--- src/rtl/mem_arbiter.sv ---
// Arbitrates a single-ported memory between the CPU data port and a debug port.
// Debug bursts are bounded by DBG_MAX so the stalled CPU always makes progress.
module mem_arbiter #(
    parameter int DBG_MAX = 4
) (
    input  logic        clk,
    input  logic        reset,

    input  logic [15:0] cpu_address,
    input  logic [15:0] cpu_dataW,
    input  logic        cpu_load,
    output logic [15:0] cpu_dataR,
    output logic        cpu_stall,

    input  logic        dbg_req,
    input  logic        dbg_we,
    input  logic [15:0] dbg_address,
    input  logic [15:0] dbg_wdata,
    output logic        dbg_ack,
    output logic [15:0] dbg_rdata,

    output logic [15:0] mem_address,
    output logic [15:0] mem_dataW,
    output logic        mem_load,
    input  logic [15:0] mem_dataR
);

    typedef enum logic {
        ST_CPU = 1'b0,
        ST_DBG = 1'b1
    } state_t;

    localparam logic [7:0] CNT_LAST = 8'(DBG_MAX - 1);

    state_t     state;
    logic [7:0] cnt;

    // Leaving DBG always lands in CPU for at least one cycle, because the
    // only way back into DBG is a request sampled while in CPU.
    // NOTE: sequential state uses non-blocking assignments so every flop
    // samples the pre-edge values regardless of statement order.
    always_ff @(posedge clk) begin
        if (reset) begin
            state <= ST_CPU;
            cnt   <= 8'd0;
        end else if (state == ST_CPU) begin
            if (dbg_req) begin
                state <= ST_DBG;
                cnt   <= 8'd0;
            end
        end else begin
            if (!dbg_req || cnt == CNT_LAST) begin
                state <= ST_CPU;
                cnt   <= 8'd0;
            end else begin
                cnt <= cnt + 8'd1;
            end
        end
    end

    // A reset arriving mid-burst suppresses the in-flight transfer so the
    // interrupted request neither writes memory nor sees an ack.
    // NOTE: every output gets a default first so no path can infer a latch.
    always_comb begin
        mem_address = cpu_address;
        mem_dataW   = cpu_dataW;
        mem_load    = cpu_load;
        cpu_stall   = 1'b0;
        dbg_ack     = 1'b0;
        if (state == ST_DBG) begin
            mem_address = dbg_address;
            mem_dataW   = dbg_wdata;
            mem_load    = dbg_req & dbg_we & ~reset;
            cpu_stall   = 1'b1;
            dbg_ack     = dbg_req & ~reset;
        end
    end

    assign cpu_dataR = mem_dataR;
    assign dbg_rdata = mem_dataR;

endmodule

--- config.mk ---
export PLATFORM = sky130hd
export DESIGN_NAME = mem_arbiter
export DESIGN_NICKNAME = d
export VERILOG_FILES = /design/src/rtl/mem_arbiter.sv
export SDC_FILE = /design/constraint.sdc
export NUM_CORES = 1
export LEC_CHECK = 0
export CORE_ASPECT_RATIO = 1.75
export CORE_UTILIZATION = 27
export CTS_CLUSTER_DIAMETER = 30
export DETAILED_ROUTE_END_ITERATION = 12
export GPL_TIMING_DRIVEN = 0
export PLACE_DENSITY = 0.95
export SKIP_LAST_GASP = 1
export SLEW_MARGIN = 20
export SYNTH_ARGS = -nofsm -noshare
export SYNTH_HDL_FRONTEND = slang
export SYNTH_SLANG_ARGS = --single-unit
--- constraint.sdc ---
create_clock -name clk -period 2.4 [get_ports clk]
set_input_delay 0.72 -clock clk [delete_from_list [all_inputs] [get_ports clk]]
set_output_delay 0.72 -clock clk [all_outputs]
set_load 0.01 [all_outputs]
==> impl_results.md <==
* Clock Skew at around 0.00071 ns
* WP data required at ~1.7 ns
* Detailed Route Iter0 Violations at 21
* Core box area at around 3900 µm²
* Die Ht at around 87 µm
* Mean Syn Cell Area at between 9 and 10 µm²
* Max Fanout on Critical Path at 1
* Die X-Extent at just over 50 µm
* Routability cong. at 0.848
* Design Area, Final at between 2000 and 3000 µm²
* Clock slew at reported path FFs at approximately 0.04 ns
* DP Area at 2510 µm²
* Placed cell count at slightly above 300
* Pleak at 1.05 nW
* Reg2reg setup slack at ~0.89 ns
* Overall power at 0.723 mW
* Worst ir drop on vdd at ~230 µV
* Via density at ~4.7
* Pin slew with the least headroom to its limit at around 0.49 ns
* Final Max Tran Viols at 0
* Share of post-route cells with drive strength above 1 at between 30% and 40%
* Num CTS Buffers at 3
* RSZ-0062 raised after global routing: no
* Period utilization at between 90 and 100%
* Hold Path Stages at 2
* CTS root buf: clkbuf_8
* Post-route DRC at 0
* Startpoint types: input pin
* GRT overflow at 0
* Gr usage total at between 20% and 30%
* CTS tree: yes
* CTS H-Tree Depth at 1
* RR Endpoint: cnt[7]
* Final non-filler cell total at 310
* Final net count at ~350
* PwrDens at 281 nW/µm²
* Commonest non-fill, non-tap cell in the layout: clkdlybuf4s50_1
* Net Count, Synth at roughly 210
* Minimum clock period at roughly 2.4 ns
* Sequential cell area at roughly 180 µm²
* Reg2reg start: cnt[0]
* Slack of the critical path at about 0.016 ns
* Io pins at 152
* Setup Total Neg Slack at 0 ns
* First-pass GRT wire length at about 6.8 mm
* Reg2reg path depth at 5
* Final design utilization at 65.9%
* 1st-pass router iterations at 4
* Initial core utilization at 28.5%
* Syn Inst Count at approximately 120
* Initial antenna violation count at 0
* Synth Cell Area at roughly 1100 µm²
* Setup crit end kind: primary output
* Hold Vio Cnt, Final at 0
* Hold Path End: cnt[1]
* Sequential share of the synthesized area at between 15 and 20%
* Number of synthesized register bits at 9
* Area of the multi-input gates at ~660 µm²
* Setup CP Type: in2out
* Clock latency on the worst-skew pair at 0.24 ns
* Status: finished, final reports clean
* Hold WS at between 0.5 and 0.6 ns
* Yosys warns at 0
* Critical Path AT at 1.66 ns
* Die Area at about 4400 µm²
* Top cell type by total area after synthesis: mux2_2
* Post-synth top area share at between 30% and 40%
* Largest net degree at the start of global routing at 11
* Pre-CTS setup slack at -0.581 ns
* Final Setup Violations at 0
* Wirelength per Cell at roughly 15 µm
* Number of port buffers at around 130
* # diodes at 0
* Hold_sp: cnt[1]
* Synth cell types at 30
* Clk sink count at 9
* Layout area overhead at 131%
* Placement row count at 30
* Drt total wl at around 4.5 mm
* Deepest clock path buffer count at 2
* Hold_buf cts at 0
* Vias at ~1500
* Detail Placement HPWL at ~3.9 mm
* Number of global-route vias before repair at 1526
* DRT antenna net count at 0
* Synth top area cells: mux2_2 (32%), buf_4 (22%), dfxtp_1 (16%), nand3_1 (2.2%), nor4b_4 (2.1%)
* Hold crit path type: reg2reg
* Max-cap violations at 0
* Fmax achieved at about 420 MHz
* Relative slew slack at around 67%
* Fillers at roughly 320
* Commonest non-fill, non-tap cells in the layout: clkdlybuf4s50_1 (99), buf_4 (37), mux2_2 (32)
[kinds of logic after synthesis]
family	Yosys count	share of synthesized area, %
buf+inv	40	25.1
xor+xnor	2	1.57
simple gates	23	12.6
compound gates	15	10.2
mux	33	33.3
flops	9	16.2
fa+ha+maj	1	1.12
[repair_timing]
item,in CTS,in global routing
resized for setup,48,25
endpoints found under the setup margin,34,26
buffers inserted,0,1
pin swaps,1,1
gates cloned,0,0
[per-layer routing]
layer | track usage (%) | vias up | wire length, µm
met1 | 15.3 | 650 | 1310
met5 | 0 | - | 0
met3 | 6.63 | 17 | 520
li1 | - | 678 | -
met4 | 12.1 | 0 | 202
met2 | 42.7 | 124 | 2480
[power breakdown]
group | internal [mW] | switching, mW
clock network | 0.116 | 0.0649
registers | 0.152 | 0.000986
logic | 0.268 | 0.121
total | 0.536 | 0.187
[worst max-delay path, stage by stage]
cell and delay, ns:
clkdlybuf4s50_1 0.40, mux2_2 0.25, dlygate4sd2_1 0.29
[sequential cells by signal (all words and copies together) (netlist names)]
| name | count |
|---|---|
| cnt | 8 |
| state | 1 |
[worst max path at each step]
stage,start,end,slack (ns),depth (start not counted)
4_1_cts,dbg_wdata[3],mem_dataW[3],0.0006,3
5_1_grt,dbg_address[3],mem_address[3],0.003,3
2_1_floorplan,reset,mem_load,0.38,4
3_3_place_gp,dbg_req,mem_load,-0.54,6
6_report,cpu_dataW[0],mem_dataW[0],0.02,3
3_5_place_dp,dbg_req,mem_load,-0.58,6
[cell usage after synthesis]
| cell type | number |
|---|---|
| buf_4 | 33 |
| o21ai_0 | 3 |
| ha_1 | 1 |
| nor3_1 | 1 |
| xnor2_1 | 1 |
| xor2_1 | 1 |
| nor2b_1 | 1 |
| a22o_1 | 1 |
| and3_1 | 1 |
| nand2_1 | 4 |
| and3_2 | 2 |
| a31oi_1 | 1 |
| a21oi_2 | 1 |
| a311oi_1 | 1 |
| o21ai_1 | 1 |
| mux2_2 | 32 |
| nor4b_4 | 1 |
| mux2i_1 | 1 |
| a22oi_1 | 1 |
| a21oi_1 | 3 |
| a22o_2 | 1 |
| nor3_2 | 1 |
| dfxtp_1 | 9 |
| nand3b_1 | 2 |
| a41oi_1 | 1 |
| inv_1 | 3 |
| buf_2 | 4 |
| nor2_1 | 5 |
| nand3_1 | 5 |
| a211oi_4 | 1 |
[area by class of cell]
cell class                 instances  area share [%]
sequential                         9            7.01
tap                               48            2.34
clock buffer                       4            1.75
inverter                           3           0.438
timing repair buffer             135            52.1
buffer                            37            10.7
multi-input combinational         74            25.6
Note: power is estimated with default switching activity, not from simulation.
